## config.mk

```make
export PLATFORM = sky130hd
export DESIGN_NAME = aes_frame_loader
export DESIGN_NICKNAME = d
export VERILOG_FILES = /design/src/rtl/aes_frame_loader.sv
export SDC_FILE = /design/constraint.sdc
export NUM_CORES = 1
export LEC_CHECK = 0
export CORE_AREA = 2 2 307 309
export DETAILED_ROUTE_END_ITERATION = 6
export DIE_AREA = 0 0 309 311
export PLACE_DENSITY = 0.62
export SYNTH_ARGS = -nofsm -noshare
export SYNTH_HDL_FRONTEND = slang
export SYNTH_SLANG_ARGS = --single-unit
```

## constraint.sdc

```tcl
create_clock -name clk -period 2.3 [get_ports clk]
set_clock_uncertainty 0.05 [all_clocks]
set_input_delay 0.575 -clock clk [delete_from_list [all_inputs] [get_ports clk]]
set_output_delay 0.575 -clock clk [all_outputs]
set_load 0.1 [all_outputs]
```

## src/rtl/aes_frame_loader.sv

```systemverilog
// Latches a 33-byte I2C frame on a frame_done rise, validates it, hands key/block to the AES core, holds the result.
// Optional KEY_REUSE_EN macro: command[1] selects the last accepted key instead of the frame key field.
module aes_frame_loader #(
    parameter int EXP_BYTES   = 33,
    parameter int TIMEOUT_CYC = 1023
) (
    input  logic         clk,
    input  logic         reset,
    input  logic [263:0] frame_in,
    input  logic         frame_done,
    input  logic [9:0]   frame_bytes,
    output logic [127:0] aes_key,
    output logic [127:0] aes_block,
    output logic         aes_decrypt,
    output logic         aes_valid,
    input  logic         aes_ready,
    input  logic [127:0] aes_result,
    input  logic         aes_result_valid,
    output logic [127:0] result,
    output logic         result_valid,
    output logic         busy,
    output logic         err_format,
    output logic         err_timeout
);

    typedef enum logic [2:0] {
        S_IDLE  = 3'd0,
        S_CHECK = 3'd1,
        S_LOAD  = 3'd2,
        S_BUSY  = 3'd3,
        S_HOLD  = 3'd4
    } state_t;

    state_t         state_q, state_d;
    logic           frame_done_q;
    logic [263:0]   frame_q;
    logic [9:0]     bytes_q;
    logic [9:0]     cnt_q;
    logic [9:0]     cnt_inc;
    logic [127:0]   aes_key_q;
    logic [127:0]   aes_block_q;
    logic           aes_decrypt_q;
    logic           aes_valid_q;
    logic [127:0]   result_q;
    logic           result_valid_q;
    logic           err_format_q;
    logic           err_timeout_q;

    logic           rise;
    logic           trig;
    logic           fmt_ok;
    logic           accept;
    logic           timeout;
    logic [7:0]     cmd;
    logic [127:0]   key_sel;

    assign cmd     = frame_q[263:256];
    assign rise    = frame_done & ~frame_done_q;
    assign trig    = rise & ((state_q == S_IDLE) | (state_q == S_HOLD));
    assign accept  = (state_q == S_LOAD) & aes_ready;
    assign cnt_inc = (cnt_q == 10'h3FF) ? cnt_q : cnt_q + 10'd1;
    assign timeout = (state_q == S_BUSY) & ~aes_result_valid & (cnt_inc == 10'(TIMEOUT_CYC));

`ifdef KEY_REUSE_EN
    logic [127:0] stored_key_q;
    logic         key_valid_q;

    always_ff @(posedge clk or negedge reset) begin
        if (!reset) begin
            stored_key_q <= '0;
            key_valid_q  <= 1'b0;
        end else if (accept) begin
            stored_key_q <= aes_key_q;
            key_valid_q  <= 1'b1;
        end
    end

    // command[1] requests the stored key; only legal once a key has been accepted
    assign fmt_ok  = (bytes_q == 10'(EXP_BYTES)) && (cmd[7:2] == 6'd0) && (!cmd[1] || key_valid_q);
    assign key_sel = cmd[1] ? stored_key_q : frame_q[255:128];
`else
    assign fmt_ok  = (bytes_q == 10'(EXP_BYTES)) && (cmd[7:1] == 7'd0);
    assign key_sel = frame_q[255:128];
`endif

    always_ff @(posedge clk or negedge reset) begin
        if (!reset) state_q <= S_IDLE;
        else        state_q <= state_d;
    end

    always_comb begin
        state_d = state_q;
        case (state_q)
            S_IDLE, S_HOLD: if (trig) state_d = S_CHECK;
            S_CHECK:        state_d = fmt_ok ? S_LOAD : S_IDLE;
            S_LOAD:         if (aes_ready) state_d = S_BUSY;
            S_BUSY: begin
                if (aes_result_valid) state_d = S_HOLD;
                else if (timeout)     state_d = S_IDLE;
            end
            default:        state_d = S_IDLE;
        endcase
    end

    always_comb begin
        busy = (state_q != S_IDLE) && (state_q != S_HOLD);
    end

    // frame_done_q resets high so a level already present at release is not an edge
    always_ff @(posedge clk or negedge reset) begin
        if (!reset) begin
            frame_done_q   <= 1'b1;
            frame_q        <= '0;
            bytes_q        <= '0;
            cnt_q          <= '0;
            aes_key_q      <= '0;
            aes_block_q    <= '0;
            aes_decrypt_q  <= 1'b0;
            aes_valid_q    <= 1'b0;
            result_q       <= '0;
            result_valid_q <= 1'b0;
            err_format_q   <= 1'b0;
            err_timeout_q  <= 1'b0;
        end else begin
            frame_done_q <= frame_done;
            if (trig) begin
                frame_q        <= frame_in;
                bytes_q        <= frame_bytes;
                result_valid_q <= 1'b0;
                err_format_q   <= 1'b0;
                err_timeout_q  <= 1'b0;
            end
            if (state_q == S_CHECK) begin
                if (fmt_ok) begin
                    aes_key_q     <= key_sel;
                    aes_block_q   <= frame_q[127:0];
                    aes_decrypt_q <= cmd[0];
                    aes_valid_q   <= 1'b1;
                end else begin
                    err_format_q  <= 1'b1;
                end
            end
            if (accept) begin
                aes_valid_q <= 1'b0;
                cnt_q       <= '0;
            end
            if (state_q == S_BUSY) begin
                if (aes_result_valid) begin
                    result_q       <= aes_result;
                    result_valid_q <= 1'b1;
                end else begin
                    cnt_q <= cnt_inc;
                    if (timeout) err_timeout_q <= 1'b1;
                end
            end
        end
    end

    assign aes_key      = aes_key_q;
    assign aes_block    = aes_block_q;
    assign aes_decrypt  = aes_decrypt_q;
    assign aes_valid    = aes_valid_q;
    assign result       = result_q;
    assign result_valid = result_valid_q;
    assign err_format   = err_format_q;
    assign err_timeout  = err_timeout_q;

endmodule

```

# Yosys cells after proc, flatten, opt, wreduce, memory -nomap -nowiden
# Cells that the tools add are included.
dict set report word_totals {
  word_cells 68
  register_bits 677
  output_inout_bits 390
  input_bits 407
}
dict set report classes {
  reduce_logical 12
  bitwise_logic 8
  n_addsub 1
  n_eq_ne 11
  muxes 23
}
# operator n
set op_table {}
lappend op_table {{two-way mux 10 bit} 4}
lappend op_table {{equality test 10 bit (second input constant)} 2}
lappend op_table {{two-way mux 1 bit} 13}
lappend op_table {{two-way mux 3 bit} 4}
lappend op_table {{case mux 3 bit (4 select lines)} 1}
lappend op_table {{adder 10 x 1 -> 10 bit (second input constant)} 1}
lappend op_table {{equality test 10 x 6 -> 1 bit (second input constant)} 1}
lappend op_table {{zero test 7 bit} 1}
lappend op_table {{equality test 3 x 2 -> 1 bit (second input constant)} 2}
lappend op_table {{inequality test 3 bit (second input constant)} 2}
lappend op_table {{AND reduction 2 bit} 3}
lappend op_table {{AND 1 bit} 5}
lappend op_table {{inequality test 2 bit (second input constant)} 2}
lappend op_table {{nonzero test 2 bit} 2}
lappend op_table {{equality test 3 x 1 -> 1 bit (second input constant)} 1}
lappend op_table {{equality test 3 bit (second input constant)} 1}
lappend op_table {{zero test 3 bit} 1}
lappend op_table {{AND reduction 3 bit} 1}
lappend op_table {{nonzero test 3 bit} 1}
lappend op_table {{logical AND 1 bit} 2}
lappend op_table {{two-way mux 2 bit} 1}
lappend op_table {{NOT 1 bit} 2}
lappend op_table {{OR reduction 2 bit} 1}
lappend op_table {{bitwise OR 1 bit} 1}

# Longest topological paths before layout
dict set report depth {
  ltp_word 7
  mapped_depth 7
  ltp_nobuf 6
}

# Worst setup path before layout
# No wires, ideal clock.
dict set report synth_timing {
  kind {reg2reg}
  from {register state_q[1]}
  to {register result_valid_q (netlist: result_valid)}
  period_less_slack_ps 2196
  path_stages_with_launch 8
  setup_slack_ps 104
  required_time_ps 2112
  path_buffers 3
  arrival_ps 2008
  setup_ps 138
  path_cell_list {dfrtp_1 -> or2_2 -> or2_2 -> clkbuf_1 -> clkbuf_1 -> buf_1 -> nand2_1 -> nand2_1}
}
dict set report synth_between {
  elab_chain_cells 6
  elab_cells_between_ends 8
  classes_between {eq/ne: 2; mux: 3; bitwise: 2; reduce/logical: 1}
}
# element line_no
set synth_lines {}
lappend synth_lines {{start: declaration} 34} ;# state_t state_q, state_d;
lappend synth_lines {{start signal: assignment} 88} ;# else state_q <= state_d;
lappend synth_lines {{equality test 3 bit or zero test 3 bit (tied branches)} 59} ;# assign trig = rise & ((state_q == S_IDLE) | (state_q == S_HOLD));
lappend synth_lines {{bitwise OR 1 bit} 59}
lappend synth_lines {{AND 1 bit} 59}
lappend synth_lines {{two-way mux 1 bit} 126} ;# if (trig) begin
lappend synth_lines {{two-way mux 1 bit} 148} ;# if (aes_result_valid) begin
lappend synth_lines {{two-way mux 1 bit (*)} 147} ;# if (state_q == S_BUSY) begin
lappend synth_lines {{end signal: assignment} 121} ;# result_valid_q <= 1'b0;
lappend synth_lines {{end signal: assignment} 129} ;# result_valid_q <= 1'b0;
lappend synth_lines {{end signal: assignment} 150} ;# result_valid_q <= 1'b1;
lappend synth_lines {{end: declaration} 45} ;# logic result_valid_q;
# Mark *: on every way between the ends. The rest lies on a longest branch, timed or not.
# A chain may end at the register's enable or synchronous reset.

# Final worst setup path
dict set report layout_timing {
  from {register frame_q[259]}
  to {register aes_block_q[117] (netlist: aes_block[117])}
}
dict set report layout_between {
  elab_chain_cells 3
}
# element line_no
set layout_lines {}
lappend layout_lines {{start: declaration} 36} ;# logic [263:0] frame_q;
lappend layout_lines {{start signal: assignment} 127} ;# frame_q <= frame_in;
lappend layout_lines {{zero test 7 bit} 82} ;# assign fmt_ok = (bytes_q == 10'(EXP_BYTES)) && (cmd[7:1] == 7'd0);
lappend layout_lines {{logical AND 1 bit} 82}
lappend layout_lines {{AND reduction 2 bit (no source line)} -}
lappend layout_lines {{end signal: assignment} 136} ;# aes_block_q <= frame_q[127:0];
lappend layout_lines {{end: declaration} 41} ;# logic [127:0] aes_block_q;
# Every way passes these cells.

==> out/results.txt <==
Slew headroom: 66.0%
Routed wire per std cell: 18.1 µm
Die Ht: 311 µm
Non-Filler Instances: 4306
Fmax: 442 MHz
Full die area: 0.0961 mm²
PwrDens: 1160 mW/mm²
Simple-Gate Fraction of Synth Area: 13.6%
Initial DRC count: 934
Post-synthesis cell area: 0.0254 mm²
Lkg Pwr: 19.2 nW
Startpoint Class: register
Post-placement worst setup slack: -0.0430 ns
VDD IR max: 1340 µV
Largest family of logic cells by synthesized area: multiplexers
Area leader, netlist: dfrtp_1
Library cells used by synthesis: 40
Synth Area in XOR/XNOR: 0.0344%
Critical Path RT: 2.75 ns
CP Capture Type: register
Worst Max-Slew Pin Slew: 0.511 ns
First-pass GRT wire length: 118 mm
Final slew viol count: 0
Post-route ant nets: 0
CP Max Fanout: 24
Sum of negative setup slack: 0 ns
Period utilization: 98.3%
Number of global-route vias before repair: 19300
Multi-input gate area: 0.00803 mm²
Top cells by area, synth: dfrtp_1 66%, mux2_2 17%, nand2_1 12%
Largest net degree at the start of global routing: 75
Die Width: 309 µm
CP arrival: 2.71 ns
Placed cell area: 0.0349 mm²
CTS root buffer: clkbuf_16
Synth Area in Adders: 0.0492%
Core area: 0.0928 mm²
Top-area cell type share of the netlist area: 66.5%
Area fraction in compound gates after synthesis: 0.595%
Nets: 3394
Final hold slack: 0.340 ns
Fillers: 8933
Post-route design area: 0.0378 mm²
Vias/cell: 4.27
Synthesis Warnings: 0
Status: complete, no violations
Post-route DRC: 0
Max-cap check violation count: 0
Worst-skew pair later-pin latency: 0.63 ns
Utilization after layout: 40.7%
Unrepaired setup endpoints after global routing: yes
Pwr Total: 43.8 mW
Post-Syn Instances: 2088
DR vias: 18400
Initial antenna violation count: 7
Syn avg cell area: 12.2 µm²
Worst-path clk slew: 0.06 ns
Reg area: 0.0169 mm²
Final Hold Fails: 0
Mux cell area share after synthesis: 17.2%
Total Routing Usage GR: 16.0%
PortBufs: 796
GP Congestion: 0.801
Worst setup margin: 0.0387 ns
Synth Register Bits: 677
CTS tree: built
Clock buffer depth: 3
H-tree levels: 3
Final setup viols: 0
Final period demand of the worst path: 2.26 ns
Io pins: 797
Clk sink count: 677
Row count: 112
CTS buffer count: 78
1st-pass router iterations: 5
Register area share after synthesis: 66.6%
Setup CP Type: register to register
Hpwl dp: 59.4 mm
Initial Util: 27.4%
Proportion of layout cells with a drive suffix above 1: 34.3%
Mapped Nets: 2496
HP Class: input port to register
Area Overhead vs Synth: 48.5%
Gr ovfl total: 0
Cells after DPL: 4156
Final WL: 78.0 mm
## sequential cells by signal (all words and copies together) (netlist names)
signal / count
frame_q: 264
aes_block: 128
aes_key: 128
result: 128
bytes_q: 10
cnt_q: 10
state_q: 3
aes_decrypt: 1
aes_valid: 1
err_format: 1
err_timeout: 1
frame_done_q: 1
result_valid: 1
## cells in the final DEF, fill, tap and decap left out, types with 4 or more instances in the layout
master | netlist | final
buf_12 | 0 | 35
buf_4 | 23 | 479
bufinv_16 | 0 | 9
clkbuf_1 | 73 | 12
clkbuf_16 | 0 | 81
clkbuf_8 | 0 | 22
clkdlybuf4s50_1 | 0 | 405
clkinv_2 | 0 | 11
dfrtp_1 | 676 | 676
diode_2 | 0 | 4
inv_6 | 0 | 6
mux2_2 | 386 | 384
nand2_1 | 837 | 837
nand3_1 | 7 | 7
nand4_1 | 4 | 4
nor2_1 | 10 | 9
nor3_1 | 6 | 6
o21ai_0 | 9 | 9
## synthesized netlist by cell type, drive strengths merged
cell     count
nand4b       1
nor4bb       1
or2          2
nand4bb      1
nor4b        2
a21o         1
clkbuf      73
dfstp        1
a22o         1
nor2b        2
xnor2        1
and3         3
dfrtp      676
mux2i        2
a21oi        3
nand4        4
nand3        7
a32o         1
a31oi        3
nand2      837
or3          2
o2111ai      1
or4          1
o2bb2ai      1
nor3         6
inv          2
nand3b       1
nand2b       2
o21ai        9
a311oi       1
ha           1
mux2       386
nor2        10
nor4         6
o22ai        3
buf         34
## layer usage
| layer | vias up | part of all wire, % | track usage [%] |
|---|---|---|---|
| met5 | - | 0.051 | 0 |
| met4 | 6 | 2.9 | 5.15 |
| met3 | 122 | 8.2 | 5.48 |
| met1 | 9069 | 38 | 18.5 |
| met2 | 606 | 50 | 27.7 |
| li1 | 8604 | - | - |
## worst max-delay path, cell delays in order (launching register included)
cell	delay (ns)
dfrtp_1	0.37
or3_1	0.44
nor4_4	0.27
buf_4	0.18
buf_12	0.18
buf_16	0.21
mux2_2	0.36
## cell type report
type | count | area share [%]
repair buffers | 925 | 22.4
clock inverters | 27 | 1.02
flip-flops and latches | 677 | 44.8
diodes | 4 | 0.0265
well taps | 1254 | 4.15
clock buffers | 115 | 6.29
inverters | 2 | 0.0199
multi-input cells | 1302 | 21.3
## timing repair
item,in CTS,in global routing
hold endpoints to repair,15,0
gates resized for setup,3,7
hold buffers,1,0
setup endpoints to repair,51,244
setup buffers,1,2
pin swaps,2,1
## path summary, 6_finish.rpt
check	from	to	slack, ns	cells after the start
setup / recovery	frame_q[259]$_DFFE_PN0P_	aes_block[117]$_DFFE_PN0P_	0.04	6
hold / removal	frame_done	frame_done_q$_DFF_PN1_	0.34	1
setup reg to reg	frame_q[259]$_DFFE_PN0P_	aes_block[117]$_DFFE_PN0P_	0.04	6
hold reg to reg	frame_q[71]$_DFFE_PN0P_	frame_q[71]$_DFFE_PN0P_	0.42	2
max in group asynchronous	reset	aes_block[124]$_DFFE_PN0P_	0.96	4
min in group asynchronous	reset	aes_block[14]$_DFFE_PN0P_	0.39	2
## cell families (layout without fill, tap and decap cells)
family,after synthesis,after routing
AO/OA/AOI/OAI,24,24
XOR/XNOR,1,1
adder cells (fa/ha/maj),1,1
buffers and inverters,109,1069
flip-flops,677,677
multiplexers,388,388
other,0,4
AND/OR/NAND/NOR,888,888
## report_power, final
group          leakage, nW  internal, mW  switching [mW]  total (mW)
clock network         1.37          8.17            4.99        13.2
registers             8.86          14.8            1.56        16.3
logic                 9.00          3.83            10.5        14.3
total                 19.2          26.8            17.0        43.8
Note: power is estimated with default switching activity, not from simulation.
